==> src/rtl/dp_pkg.sv <==
// Shared datapath definitions: default sample/frame geometry and the loader state encoding.
package dp_pkg;

    localparam int SAMPLE_W_DEF  = 8;
    localparam int FRAME_LEN_DEF = 16;

    typedef enum logic {
        FILL = 1'b0,
        FULL = 1'b1
    } loader_state_t;

endpackage

==> src/rtl/frame_loader.sv <==
// Serial-to-parallel frame loader: collects FRAME_LEN signed samples into a frame
// buffer and presents it with a valid/ready handoff to the downstream adder stage.
module frame_loader
    import dp_pkg::*;
#(
    parameter int SAMPLE_W  = SAMPLE_W_DEF,
    parameter int FRAME_LEN = FRAME_LEN_DEF
) (
    input  logic                          clk,
    input  logic                          rst,
    input  logic [SAMPLE_W-1:0]           in_data,
    input  logic                          in_valid,
    output logic                          in_ready,
    input  logic                          flush,
    output logic [FRAME_LEN*SAMPLE_W-1:0] frame_data,
    output logic                          out_valid,
    input  logic                          out_ready,
    output logic [15:0]                   frame_count
);

    localparam int IDX_W = $clog2(FRAME_LEN);
    localparam logic [IDX_W-1:0] LAST_IDX = IDX_W'(FRAME_LEN - 1);

    loader_state_t                          state_q, state_d;
    logic [IDX_W-1:0]                       idx_q, idx_d;
    logic [FRAME_LEN-1:0][SAMPLE_W-1:0]     lanes_q, lanes_d;
    logic [15:0]                            count_q, count_d;

    // Flush outranks both accept and handoff; lanes are only written on accept.
    always_comb begin
        state_d = state_q;
        idx_d   = idx_q;
        lanes_d = lanes_q;
        count_d = count_q;
        if (flush) begin
            state_d = FILL;
            idx_d   = '0;
        end else if (state_q == FILL) begin
            if (in_valid) begin
                lanes_d[idx_q] = in_data;
                if (idx_q == LAST_IDX) begin
                    idx_d   = '0;
                    state_d = FULL;
                end else begin
                    idx_d = idx_q + IDX_W'(1);
                end
            end
        end else if (out_ready) begin
            state_d = FILL;
            count_d = count_q + 16'd1;
        end
    end

    always_ff @(posedge clk or negedge rst) begin
        if (!rst) begin
            state_q <= FILL;
            idx_q   <= '0;
            lanes_q <= '0;
            count_q <= '0;
        end else begin
            state_q <= state_d;
            idx_q   <= idx_d;
            lanes_q <= lanes_d;
            count_q <= count_d;
        end
    end

    assign in_ready    = (state_q == FILL);
    assign out_valid   = (state_q == FULL);
    assign frame_data  = lanes_q;
    assign frame_count = count_q;

endmodule

==> config.mk <==
export PLATFORM = sky130hd
export DESIGN_NAME = frame_loader
export DESIGN_NICKNAME = d
export VERILOG_FILES = /design/src/rtl/dp_pkg.sv /design/src/rtl/frame_loader.sv
export SDC_FILE = /design/constraint.sdc
export NUM_CORES = 1
export LEC_CHECK = 0
export BUFFER_PORTS_ARGS = -buffer_cell sky130_fd_sc_hd__buf_2
export CAP_MARGIN = 40
export CORE_ASPECT_RATIO = 0.75
export CORE_UTILIZATION = 47
export DETAILED_ROUTE_END_ITERATION = 8
export GPL_ROUTABILITY_DRIVEN = 0
export HOLD_SLACK_MARGIN = 0.15
export PLACE_DENSITY = 0.76
export SLEW_MARGIN = 20
export SYNTH_ARGS = -nofsm -noshare
export SYNTH_HDL_FRONTEND = slang
export SYNTH_SLANG_ARGS = --single-unit
==> constraint.sdc <==
create_clock -name clk -period 1.7 [get_ports clk]
set_input_delay 0.34 -clock clk [delete_from_list [all_inputs] [get_ports clk]]
set_output_delay 0.34 -clock clk [all_outputs]
set_load 0.1 [all_outputs]
After elaboration in Yosys (flattened, before gate mapping)
Index checks and enable logic that the tools add are counted.

Flip-flop bits (word level): 149. Bits in latches: 0. Memory bits (writable): 0. Memory bits (read-only): 0. Input port bits: 13. Output and inout bits: 146. Word-level logic and storage cells: 44. Memories kept: 0.

Add/subtract/negate cells: 2. Multiply operators: 0. Div/mod/pow operators: 0. Magnitude comparators: 2. Equal/unequal tests: 2. Shift operators: 0. Mux-type cells: 12. Bitwise logic cells: 2. Reductions and logical operators: 5.

Operator list (number): bitwise mux 128 bit (1); demux 8 bit (select 4 bit) (1); adder 16 x 1 -> 16 bit, second input constant (1); two-way mux 4 bit (4); two-way mux 8 bit (1); AND reduction 3 bit (2); < comparator 4 x 5 -> 1 bit, second input constant (1); two-way mux 1 bit (5); adder 4 x 1 -> 4 bit, second input constant (1); equality test 4 bit, second input constant (1); greater-or-equal comparator 4 x 1 -> 1 bit, second input constant (1); != test 2 bit, second input constant (1); NOT 1 bit (2); AND reduction 2 bit (1); nonzero test 2 bit (1); logical AND 1 bit (1).

Longest topological paths before layout
Depth in word-level cells: 5. Depth in mapped cells: 6. Mapped depth without buffers: 6.

Least setup slack after synthesis
No wires, ideal clock.

Path type: reg-to-reg. From: register state_q, in the netlist out_valid. To: register lanes_q, in the netlist frame_data[120]. Setup time: 0.125 ns. Data arrival time: 2.758 ns. Required time: 1.575 ns. Setup slack: -1.183 ns. Cell stages (with the launch flop): 6. Buffers on the path: 1. Clock period less this slack: 2.883 ns. Cell sequence: dfrtp_1 -> buf_2 -> inv_1 -> nand3_1 -> nor2_4 -> mux2_2.

Longest elaborated chain between the ends: 2.

RTL lines: start: declaration (line frame_loader.sv:24) `loader_state_t state_q, state_d;`; start signal: assignment (line frame_loader.sv:61) `state_q <= state_d;`; NOT 1 bit (no source line); named net in_ready (line frame_loader.sv:13) `output logic in_ready,`; AND reduction 3 bit (no source line); end signal: assignment (line frame_loader.sv:63) `lanes_q <= lanes_d;`; end: declaration (line frame_loader.sv:26) `logic [FRAME_LEN-1:0][SAMPLE_W-1:0] lanes_q, lanes_d;`.

The timed path passes the listed nets, and every way through them passes these cells. A chain may end at the register's enable or synchronous reset.

Final worst setup path
From: register idx_q[1]. To: register lanes_q, in the netlist frame_data[96].

Longest elaborated chain between the ends: 5. Elaborated cells between the ends (all ways): 6. Those cells by class: order compare (2); mux (3); reduce/logical (1).

RTL lines: start: declaration (line frame_loader.sv:25) `logic [IDX_W-1:0] idx_q, idx_d;`; start signal: assignment (line frame_loader.sv:62) `idx_q <= idx_d;`; < comparator 4 x 5 -> 1 bit (not written as such) / greater-or-equal comparator 4 x 1 -> 1 bit (equally long branches) (line frame_loader.sv:40) `lanes_d[idx_q] = in_data;`; logical AND 1 bit (not written as such) (line frame_loader.sv:40); two-way mux 8 bit (not written as such) (line frame_loader.sv:40); demux 8 bit (select 4 bit) * (line frame_loader.sv:40); bitwise mux 128 bit * (line frame_loader.sv:40).

Every way passes the cells marked *; elsewhere a longest branch is shown, timed or not.

==> out/metrics.csv <==
stage;metric;value;unit
clock_tree;cts_root_buffer;clkbuf_16;
power;p_int;6177;uW
worst_setup_path;r2r_setup_slack;-0.03;ns
route;detail-route-antenna-nets;0;
floorplan;fp.dieH;99.90;um
synth;synth.most_common_cell;dfrtp_1;
power;p_switching;3541;uW
placed_design;dp_hpwl;9626;um
layout;nets;596;
layout;syn_to_final_growth;32.96;%
synth;synth_largest_area_cell;dfrtp_1;
timing;tns;-0.08923;ns
clock_tree;clock_latency;0.41;ns
synth;yosysSeqAreaShare;0.6208;
timing;fin_worst_skew;0.008536;ns
synth;synth_xor_area_frac;0.02333;
layout;multiInputGateArea;2354;um^2
timing;setup_viol;4;
floorplan;dieArea;13240;um^2
worst_setup_path;worstSetupPathType;register to register;
synth;syn-num-nets;409;
layout;final_cells;757;
placed_design;io_buffers;158;
synth;synth_ff_type;dfrtp_1;
synth;synthMuxAreaShare;0.2500;
worst_setup_path;startpoint;idx_q[1];
power;swShare;0.3644;
clock_tree;cts.clk_slew.worst_paths;0.06;ns
global_routing;grt_pass1_vias;4126;
worst_setup_path;cp.arrival;2.02;ns
global_routing;antenna_found_initial;0;
synth;synthAdderAreaFrac;0.01042;
layout;nFillCells;926;
worst_setup_path;worstPathRequired;1.99;ns
power;p_per_area;1217;nW/um^2
worst_setup_path;timing.rr.end;frame_data[96];
synth;synth_area_leaders;dfrtp_1 62%, mux2_2 20%, mux2_4 4.0%;
timing;hold_viol;0;
layout;regArea;3759;um^2
synth;synth_edf_count;0;
timing;fin_crit_sh;1.015;
power;clockPowerShare;0.353;
timing;min_period;1.726;ns
floorplan;core_area;12350;um^2
power;power_frac_seq;0.400;
timing;worst_slew_margin_rel;0.6586;
synth;synth_common_cells;149 x dfrtp_1, 108 x mux2_2, 21 x nand2_1;
floorplan;row_count;35;
power;max-vdd-ir-drop;0.001348;V
synth;yosys.area_share.simple;0.07229;
worst_setup_path;endpoint_kind;register;
layout;drive_above_1_share;0.6548;
synth;synth_top_family_by_area;multiplexers;
power;power_leakage;0.004296;uW
synth;ys_warn_count;0;
run_status;violations;negative setup slack;
run_status;status;complete, but fails checks;
timing;max_freq;0.5795;GHz
route;vias_per_cell;5.140;
route;wl_per_cell;18.73;um
synth;netlist_instances;391;
worst_setup_path;worstPathMaxFanout;5;
global_routing;grt_pass1_wl;22590;um
synth;netlist_area;6006;um^2
timing;finalMaxSlewViolations;0;
timing;fin_ws;-0.02556;ns
floorplan;die_w;132.5;um
layout;antenna_cells;0;
synth;synth_seq_cells;149;
route;drt-total-wl;14180;um
route;drc;0;
clock_tree;htree_levels;4;
synth;synth_compound_area_frac;0.007083;
placed_design;placedCellCount;717;
synth;synth.distinct_cells;35;
synth;ys_async_sr_fraction;1.000;
floorplan;boundaryPins;159;
clock_tree;cts_made_buffers;17;
worst_setup_path;critPathLaunchType;register;
worst_setup_path;r2r_cells;7;
clock_tree;cts_sinks;149;
floorplan;initial_core_util;0.4863;
synth;netlist.area_leader.share;0.6208;
global_routing;grt_max_degree;44;
route;drtIter0Drc;194;
power;comb_power_share;0.246;
worst_hold_path;min-delay-path-class;input port to register;
global_routing;gr-usage-all-layers;0.2271;
worst_setup_path;reg2reg_from;idx_q[1];
route;vias;3891;
timing;rsz0062_at_grt;true;
synth;syn_avg_cell_area;15.36;um^2
timing;tightest_slew;0.5157;ns
clock_tree;cts_tree;yes;
global_routing;grt_overflow_total;0;
flow_run;maxCapViolations;0;
clock_tree;clockBufferDepth;2;
route;drt_first_pass_iters;4;
worst_setup_path;endpoint;frame_data[96];
==> cell type report <==
class,count,area share
Sequential cell,149,0.4707
Multi-Input combinational cell,223,0.2947
Timing Repair Buffer,183,0.1385
Clock buffer,20,0.05469
Tap cell,166,0.02601
Clock inverter,12,0.01301
Inverter,4,0.002350
==> metal layers <==
| layer | vias up | wire, um | global-route usage |
|---|---|---|---|
| met5 | - | 0 | 0 |
| met4 | 0 | 134 | 0.06985 |
| met3 | 13 | 996 | 0.07374 |
| met2 | 127 | 6670 | 0.3684 |
| met1 | 2000 | 6379 | 0.2923 |
| li1 | 1751 | - | - |
==> flip-flops by register name (all words and copies together), names as in the netlist <==
register / flops
frame_data: 128
frame_count: 16
idx_q: 4
out_valid: 1
==> cells in the final DEF (no fill, tap or decap), types with 2 or more instances in the layout <==
| master | Yosys | layout |
|---|---|---|
| and4_1 | 3 | 2 |
| mux2_4 | 16 | 27 |
| inv_6 | 0 | 2 |
| nand3_4 | 0 | 3 |
| dfrtp_2 | 0 | 9 |
| clkbuf_1 | 9 | 3 |
| buf_4 | 2 | 14 |
| clkinv_4 | 0 | 3 |
| ha_2 | 0 | 2 |
| buf_2 | 2 | 155 |
| buf_12 | 0 | 8 |
| dfrtp_1 | 149 | 135 |
| clkinv_2 | 0 | 6 |
| nor2_8 | 3 | 3 |
| ha_4 | 0 | 2 |
| inv_2 | 0 | 2 |
| xor2_1 | 3 | 3 |
| clkbuf_16 | 0 | 17 |
| a21oi_1 | 4 | 4 |
| nand2_1 | 21 | 14 |
| xnor2_1 | 13 | 13 |
| nand4_1 | 6 | 6 |
| nor2_1 | 4 | 4 |
| mux2_2 | 108 | 101 |
| buf_6 | 2 | 4 |
| nand2_2 | 0 | 6 |
| nor3b_2 | 1 | 3 |
| and3b_1 | 2 | 2 |
| nor2_4 | 3 | 4 |
| dfrtp_4 | 0 | 5 |
| nand3_1 | 8 | 5 |
| nand3b_1 | 2 | 2 |
| nor2b_2 | 0 | 2 |
| dlygate4sd3_1 | 0 | 2 |
==> cell families (layout without fill, tap and decap cells) <==
group	count (synthesis)	count (layout)
AOI/OAI and AO/OA	7	7
xor gates and xnor gates	16	16
adders and majority gates	5	5
buffers and inverters	19	219
DFF	149	149
muxes	128	128
and+or+nand+nor	67	67
==> power groups by stage <==
| stage | sequential (uW) | clock (uW) | combinational, uW |
|---|---|---|---|
| CTS | 3890 | 3510 | 2390 |
| finish | 3890 | 3430 | 2390 |
| global placement | 3940 | 0 | 2340 |
| global route | 3910 | 3680 | 2460 |
| floorplan | 5560 | 0 | 283 |
| detailed placement | 3950 | 0 | 2370 |
==> timing repair <==
action,4_1_cts,5_1_grt
pin swaps,4,3
hold buffers,2,0
setup buffers,4,2
resized for setup,19,21
hold endpoints to repair,35,0
setup endpoints to repair,78,107
==> stage by stage <==
step / hold slack (ns) / setup WS, ns / utilization / cell area, um^2 / total power [uW]
after CTS: 0.3207 / -0.01996 / 0.6374 / 7871 / 9785
final: 0.3660 / -0.02556 / 0.6466 / 7985 / 9718
after global routing: 0.3733 / -0.05828 / 0.6466 / 7985 / 10050
after global placement: 0.2654 / -0.08460 / 0.5838 / 7209 / 6276
after floorplan: 0.04441 / -0.3700 / - / 6087 / 5842
after detailed placement: 0.2762 / -0.1277 / 0.5838 / 7209 / 6313
==> worst min path at each step <==
stage	endpoint	slack, ns	start	cells after the start
after floorplan	frame_count[0]	0.04	rst	0
after global placement	frame_data[90]	0.27	rst	1
after detailed placement	frame_data[24]	0.28	rst	1
after CTS	idx_q[3]	0.32	flush	3
after global routing	idx_q[1]	0.37	flush	3
final	idx_q[0]	0.37	flush	3
==> worst max-delay path, cell delays in order (launching register included) <==
cell and delay, ns:
dfrtp_1 0.42, inv_2 0.10, buf_6 0.10, ha_4 0.13
nor2b_4 0.14, and4_4 0.26, buf_6 0.13, mux2_2 0.33
Note: power is estimated with default switching activity, not from simulation.
